`src/rtl/fp_pkg.sv`:
```
// rtl/fp_pkg.sv - shared rounding-mode encodings and fp32 constants
package fp_pkg;

    typedef enum logic [1:0] {
        RM_RNE   = 2'b00,
        RM_TRUNC = 2'b01,
        RM_FLOOR = 2'b10,
        RM_CEIL  = 2'b11
    } rmode_e;

    localparam logic [31:0] FP32_ONE      = 32'h3F80_0000;
    localparam logic [31:0] FP32_QNAN_BIT = 32'h0040_0000;

endpackage

```
`src/rtl/fp_round_pipe_if.sv`:
```
// rtl/fp_round_pipe_if.sv - operand/result streaming bundle of the rounding pipe
interface fp_round_pipe_if #(
    parameter int EXP_W = 8,
    parameter int MAN_W = 23,
    parameter int TAG_W = 16
);
    localparam int W = 1 + EXP_W + MAN_W;

    logic             in_valid;
    logic             in_ready;
    logic [W-1:0]     in_data;
    logic [1:0]       in_mode;
    logic [TAG_W-1:0] in_tag;

    logic             out_valid;
    logic             out_ready;
    logic [W-1:0]     out_data;
    logic [TAG_W-1:0] out_tag;
    logic             out_inexact;

    // Producer of operands and consumer of results.
    modport master (
        output in_valid, in_data, in_mode, in_tag, out_ready,
        input  in_ready, out_valid, out_data, out_tag, out_inexact
    );

    // The rounding unit itself.
    modport slave (
        input  in_valid, in_data, in_mode, in_tag, out_ready,
        output in_ready, out_valid, out_data, out_tag, out_inexact
    );

endinterface

```
`src/rtl/fp_round_decide.sv`:
```
// rtl/fp_round_decide.sv - classify an operand and decide how it rounds to an integral value
module fp_round_decide
    import fp_pkg::*;
#(
    parameter int EXP_W = 8,
    parameter int MAN_W = 23
) (
    input  logic [EXP_W+MAN_W:0]   data,
    input  rmode_e                 mode,
    output logic                   sign,
    output logic [EXP_W+MAN_W-1:0] base,
    output logic [EXP_W+MAN_W-1:0] add,
    output logic                   up,
    output logic                   inexact
);
    localparam int MW   = EXP_W + MAN_W;
    localparam int BIAS = 2 ** (EXP_W - 1) - 1;
    localparam logic [EXP_W-1:0] EXP_ONES = '1;
    localparam logic [MW-1:0]    ONE_MAG  = MW'(BIAS) << MAN_W;
    localparam logic [MW-1:0]    QBIT     = MW'(1) << (MAN_W - 1);

    logic [MW-1:0]    mag;
    logic [EXP_W-1:0] e;
    logic [MAN_W-1:0] man;
    logic [31:0]      e32;
    logic [31:0]      f32;
    logic [MW-1:0]    unit;
    logic [MW-1:0]    half;
    logic             rbit;
    logic             sbit;
    logic             lbit;
    logic             away;

    assign sign = data[MW];
    assign mag  = data[MW-1:0];
    assign e    = data[MW-1:MAN_W];
    assign man  = data[MAN_W-1:0];
    assign e32  = 32'(e);

    // Directed modes move the magnitude up only when they point away from zero.
    assign away = (mode == RM_CEIL && !sign) || (mode == RM_FLOOR && sign);

    // The magnitude is split into a truncated base and the 2^f step added when rounding up.
    always_comb begin
        base    = mag;
        add     = '0;
        up      = 1'b0;
        inexact = 1'b0;
        f32     = '0;
        unit    = '0;
        half    = '0;
        rbit    = 1'b0;
        sbit    = 1'b0;
        lbit    = 1'b0;
        if (e == EXP_ONES) begin
            if (man != '0) begin
                base = mag | QBIT;
            end
        end else if (e32 >= 32'(BIAS + MAN_W) || mag == '0) begin
            base = mag;
        end else if (e32 < 32'(BIAS)) begin
            base    = '0;
            add     = ONE_MAG;
            inexact = 1'b1;
            up      = away || (mode == RM_RNE && e32 == 32'(BIAS - 1) && man != '0);
        end else begin
            f32     = 32'(BIAS + MAN_W) - e32;
            unit    = MW'(1) << f32;
            half    = unit >> 1;
            rbit    = |(mag & half);
            sbit    = |(mag & (half - MW'(1)));
            lbit    = |(mag & unit);
            base    = mag & ~(unit - MW'(1));
            add     = unit;
            inexact = rbit | sbit;
            up      = (away && (rbit || sbit)) || (mode == RM_RNE && rbit && (sbit || lbit));
        end
    end

endmodule

```
`src/rtl/fp_round_pipe.sv`:
```
// rtl/fp_round_pipe.sv - two-stage streaming round-to-integral unit with per-sample mode
module fp_round_pipe
    import fp_pkg::*;
#(
    parameter int EXP_W = 8,
    parameter int MAN_W = 23,
    parameter int TAG_W = 16
) (
    input  logic            clk,
    input  logic            rst,
    fp_round_pipe_if.slave  bus
);
    localparam int MW = EXP_W + MAN_W;

    logic             s1_valid;
    logic             s1_sign;
    logic [MW-1:0]    s1_base;
    logic [MW-1:0]    s1_add;
    logic             s1_up;
    logic             s1_inexact;
    logic [TAG_W-1:0] s1_tag;

    logic             d_sign;
    logic [MW-1:0]    d_base;
    logic [MW-1:0]    d_add;
    logic             d_up;
    logic             d_inexact;

    logic             s2_load;
    logic             in_ready;
    logic             accept;
    logic             move;

    fp_round_decide #(
        .EXP_W (EXP_W),
        .MAN_W (MAN_W)
    ) u_decide (
        .data    (bus.in_data),
        .mode    (rmode_e'(bus.in_mode)),
        .sign    (d_sign),
        .base    (d_base),
        .add     (d_add),
        .up      (d_up),
        .inexact (d_inexact)
    );

    // Output stage frees up when empty or when the consumer takes its result.
    assign s2_load      = !bus.out_valid || bus.out_ready;
    assign in_ready     = !s1_valid || s2_load;
    assign bus.in_ready = in_ready;
    assign accept       = bus.in_valid && in_ready;
    assign move         = s1_valid && s2_load;

    // Valid chain: each stage loads whenever it may advance.
    always_ff @(posedge clk or posedge rst) begin
        if (rst) begin
            s1_valid      <= 1'b0;
            bus.out_valid <= 1'b0;
        end else begin
            if (in_ready) begin
                s1_valid <= bus.in_valid;
            end
            if (s2_load) begin
                bus.out_valid <= s1_valid;
            end
        end
    end

    // Stage 1 captures the rounding decision for an accepted sample.
    always_ff @(posedge clk or posedge rst) begin
        if (rst) begin
            s1_sign    <= 1'b0;
            s1_base    <= '0;
            s1_add     <= '0;
            s1_up      <= 1'b0;
            s1_inexact <= 1'b0;
            s1_tag     <= '0;
        end else if (accept) begin
            s1_sign    <= d_sign;
            s1_base    <= d_base;
            s1_add     <= d_add;
            s1_up      <= d_up;
            s1_inexact <= d_inexact;
            s1_tag     <= bus.in_tag;
        end
    end

    // Stage 2 applies the increment; a mantissa carry ripples into the exponent.
    always_ff @(posedge clk or posedge rst) begin
        if (rst) begin
            bus.out_data    <= '0;
            bus.out_tag     <= '0;
            bus.out_inexact <= 1'b0;
        end else if (move) begin
            bus.out_data    <= {s1_sign, s1_up ? s1_base + s1_add : s1_base};
            bus.out_tag     <= s1_tag;
            bus.out_inexact <= s1_inexact;
        end
    end

endmodule

```
`src/flat_wrapper.sv`:
```
// flat-port wrapper written by rule: the top's interface ports become plain ports
module fp_round_pipe_flat import fp_pkg::*;
#(
    parameter int EXP_W = 8,
    parameter int MAN_W = 23,
    parameter int TAG_W = 16
)
  (clk, rst, bus_in_valid, bus_in_data, bus_in_mode, bus_in_tag, bus_out_ready, bus_in_ready, bus_out_valid, bus_out_data, bus_out_tag, bus_out_inexact);
  fp_round_pipe_if #(.EXP_W(EXP_W), .MAN_W(MAN_W), .TAG_W(TAG_W)) bus_i ();
  input  logic clk;
  input  logic rst;
  input wire logic [$bits(bus_i.in_valid)-1:0] bus_in_valid;
  input wire logic [$bits(bus_i.in_data)-1:0] bus_in_data;
  input wire logic [$bits(bus_i.in_mode)-1:0] bus_in_mode;
  input wire logic [$bits(bus_i.in_tag)-1:0] bus_in_tag;
  input wire logic [$bits(bus_i.out_ready)-1:0] bus_out_ready;
  output wire logic [$bits(bus_i.in_ready)-1:0] bus_in_ready;
  output wire logic [$bits(bus_i.out_valid)-1:0] bus_out_valid;
  output wire logic [$bits(bus_i.out_data)-1:0] bus_out_data;
  output wire logic [$bits(bus_i.out_tag)-1:0] bus_out_tag;
  output wire logic [$bits(bus_i.out_inexact)-1:0] bus_out_inexact;
  assign bus_i.in_valid = bus_in_valid;
  assign bus_i.in_data = bus_in_data;
  assign bus_i.in_mode = bus_in_mode;
  assign bus_i.in_tag = bus_in_tag;
  assign bus_i.out_ready = bus_out_ready;
  assign bus_in_ready = bus_i.in_ready;
  assign bus_out_valid = bus_i.out_valid;
  assign bus_out_data = bus_i.out_data;
  assign bus_out_tag = bus_i.out_tag;
  assign bus_out_inexact = bus_i.out_inexact;
  fp_round_pipe #(.EXP_W(EXP_W), .MAN_W(MAN_W), .TAG_W(TAG_W)) u_core (.clk(clk), .rst(rst), .bus(bus_i));
endmodule
```
`config.mk`:
```
export PLATFORM = sky130hd
export DESIGN_NAME = fp_round_pipe_flat
export DESIGN_NICKNAME = d
export VERILOG_FILES = /design/src/rtl/fp_pkg.sv /design/src/rtl/fp_round_pipe_if.sv /design/src/rtl/fp_round_decide.sv /design/src/rtl/fp_round_pipe.sv /design/src/flat_wrapper.sv
export SDC_FILE = /design/constraint.sdc
export NUM_CORES = 1
export LEC_CHECK = 0
export CORE_MARGIN = 2
export CORE_UTILIZATION = 58
export CTS_CLUSTER_SIZE = 14
export DETAILED_ROUTE_END_ITERATION = 12
export HOLD_SLACK_MARGIN = 0.03
export PLACE_DENSITY = 0.81
export SYNTH_ARGS = -nofsm -noshare
export SYNTH_HDL_FRONTEND = slang
export SYNTH_HIERARCHICAL = 1
export SYNTH_SLANG_ARGS = --single-unit
```
`constraint.sdc`:
```
create_clock -name clk -period 5.2 [get_ports clk]
set_input_delay 1.04 -clock clk [delete_from_list [all_inputs] [get_ports clk]]
set_output_delay 1.04 -clock clk [all_outputs]
set_load 0.005 [all_outputs]
```
==> metrics.txt <==
nets about 1400; clock share of power 0.335; Die W roughly 140 microns; RSZ-0062 raised after global routing false; first-pass GRT wire length around 55000 microns; crit-path max FO 11; DR DRC count 0; largest net degree at the start of global routing 87; CTS clk-pin slew, worst paths 0.07 ns; via count about 10000; Leak 0.005323 uW; Comb pwr share 0.302; Post-DRT Antenna Nets 0; sw frac 0.3450; vias in the first global route 9463; MaxCap Viol Count 0; Worst EP arrival approximately 5.0 ns; DRT Pass-1 Iters 7; FFs w/ async S/R, synth 1.000; Die ar. 18370 sq um; worst-skew pair later-pin latency approximately 0.43 ns; most frequent cells in the layout nand2_1 (166), dfrtp_1 (132), a21oi_1 (107); H-tree levels 4; initial antenna violation count 0; yosys synthesis warning count 6; ratio of cells with drive above 1 in the final layout 0.1642; Netlist Area Pre-Place around 10000 sq um; FP Rows 48; max-slew violation count 0; TritonCTS Buffers 17; commonest non-fill, non-tap cell in the layout nand2_1; setup TNS 0 ns; cts hold-fix bufs 0; number of synthesized register bits 132; 1st-iter DRT viols 1184; antenna cells 0; Mapped Cells around 1200; Crit Path Category input pin to flip-flop; HP Class flip-flop to flip-flop; critical path launch point type input pin; post-route clock period utilization 0.9081; gr usage total 0.3934; sequential cell fraction of total power 0.363; Pwr Density 291.2 nW/um^2; area occupied by multi-input gates between 6000 and 7000 sq um; Area Growth Syn to Fin 20.06%; drt wl/cell 23.54 microns; main flop type after synthesis dfrtp_1; IO Port Bufs 104; VDD IR max about 0.22 mV; Final min period 4.722 ns; Root Buffer clkbuf_16; Setup crit end kind flip-flop; Clock Skew 0.01323 ns; worst-margin pin slew 1.187 ns; final hold vios 0; CTS tree yes; syn nets 1259; status completed; endpoints failing setup 0; RR Startpoint u_core/s1_base[0]; Net Sw Power 1211 uW; final wirelength 35690 microns; CTS sink count 132; placed wire-length estimate approximately 26000 microns; Die Y 135.6 microns; postcts setup bufs 0; vias per cell 6.682; Max-slew headroom 0.2058; sequential area share after synthesis 0.3291; min-delay src u_core/s1_tag[4]; number of I/O pins 105; core area roughly 17000 sq um; post_cts resized 0; Pint about 2300 uW; Sequential Area 3303 sq um; gpl congestion approximately 1.2; Starting Density 0.5864; max frequency 0.2118 GHz; Post-synth EDFFs 0; Area after DPL about 11000 sq um; fill count 1327; worst setup path start bus_in_data[24]; Distinct cells, synth 93; Synth Area per Inst 8.586 sq um; worst-case clock buffer depth 2; WHS 0.4671 ns; total grt overflow 0; fin area ~12000 sq um; worst path required time 5.52 ns
[power by group through the flow]
stage	Combinational [uW]	Clock, uW	Sequential (uW)
floorplan	591	0	1270
global placement	1010	0	1280
detailed placement	1030	0	1290
CTS	1040	1190	1270
global route	1140	1240	1290
finish	1060	1180	1270
[final timing paths]
| check | endpoint | slack, ns | cells after the start |
|---|---|---|---|
| setup / recovery | u_core/s1_up | 0.48 | 15 |
| hold / removal | u_core/bus.out_tag[4] | 0.47 | 2 |
| setup reg to reg | u_core/bus.out_data[30] | 2.14 | 12 |
| hold reg to reg | u_core/bus.out_tag[4] | 0.47 | 2 |
| max in group asynchronous | u_core/s1_add[0] | 3.03 | 3 |
| min in group asynchronous | u_core/s1_tag[6] | 1.23 | 2 |
[cells in the mapped netlist, types with 16 or more instances]
cell	number	area [sq um]
nor2_1	90	337.8
xnor2_1	23	201.4
mux2_2	81	912.1
a31oi_1	17	106.4
nand2_1	168	630.6
o21ai_0	68	340.3
nor3_1	21	105.1
buf_2	16	80.08
ha_1	35	437.9
a21o_1	21	157.7
clkbuf_1	36	135.1
mux2i_1	27	270.3
nand3_1	25	125.1
inv_1	20	75.07
dfrtp_1	132	3303
o21a_1	20	150.1
xor2_1	17	148.9
a21oi_1	107	535.5
and3_1	16	100.1
[routing by layer]
layer / GRT usage / vias to the layer above / routed length (microns)
met5: 0 / - / 0
met4: 0.2130 / 0 / 2234
met3: 0.06584 / 174 / 3152
met2: 0.6145 / 666 / 15940
met1: 0.5229 / 4798 / 14360
li1: - / 4492 / -
[logic make-up after synthesis]
logic type | Yosys count | share of synthesized area
xor+xnor | 42 | 0.04039
compound gates | 348 | 0.2304
fa+ha+maj | 36 | 0.04562
simple gates | 407 | 0.1895
buf+inv | 96 | 0.04724
flops | 132 | 0.3291
mux | 108 | 0.1178
[flip-flops by register name, indices dropped and copies added, names as in the netlist]
name,count
u_core/bus.out_data,32
u_core/s1_add,31
u_core/s1_base,31
u_core/bus.out_tag,16
u_core/s1_tag,16
u_core/bus.out_inexact,1
u_core/bus.out_valid,1
u_core/s1_inexact,1
u_core/s1_sign,1
u_core/s1_up,1
u_core/s1_valid,1
[critical path, stage by stage]
cell,delay (ns)
clkdlybuf4s50_1,0.57
ha_1,0.29
buf_4,0.25
xor2_4,0.38
buf_4,0.25
nand2_1,0.21
a21oi_1,0.39
nor3_1,0.08
o21ai_0,0.45
a21oi_1,0.13
a21oi_1,0.16
nand4_1,0.24
a211oi_1,0.28
nor4_1,0.08
mux2_2,0.26
[per-stage QoR]
stage	power, uW	cells	util	setup slack [ns]
after floorplan	1863	1169	-	0.6340
final	3510	1516	0.7040	0.4777
after detailed placement	2319	1484	0.6697	0.2524
after CTS	3498	1516	0.7040	0.7047
after global placement	2294	1484	0.6697	0.2734
after global routing	3666	1516	0.7040	0.3690
[area by class of cell]
class | instances | share of cell area
Clock buffer | 17 | 0.03530
Clock inverter | 15 | 0.01339
Inverter | 22 | 0.007061
Multi-Input combinational cell | 941 | 0.5209
Sequential cell | 132 | 0.2741
Tap cell | 225 | 0.02336
Timing Repair Buffer | 164 | 0.1258
No activity file was read; power rests on OpenSTA's default activity.
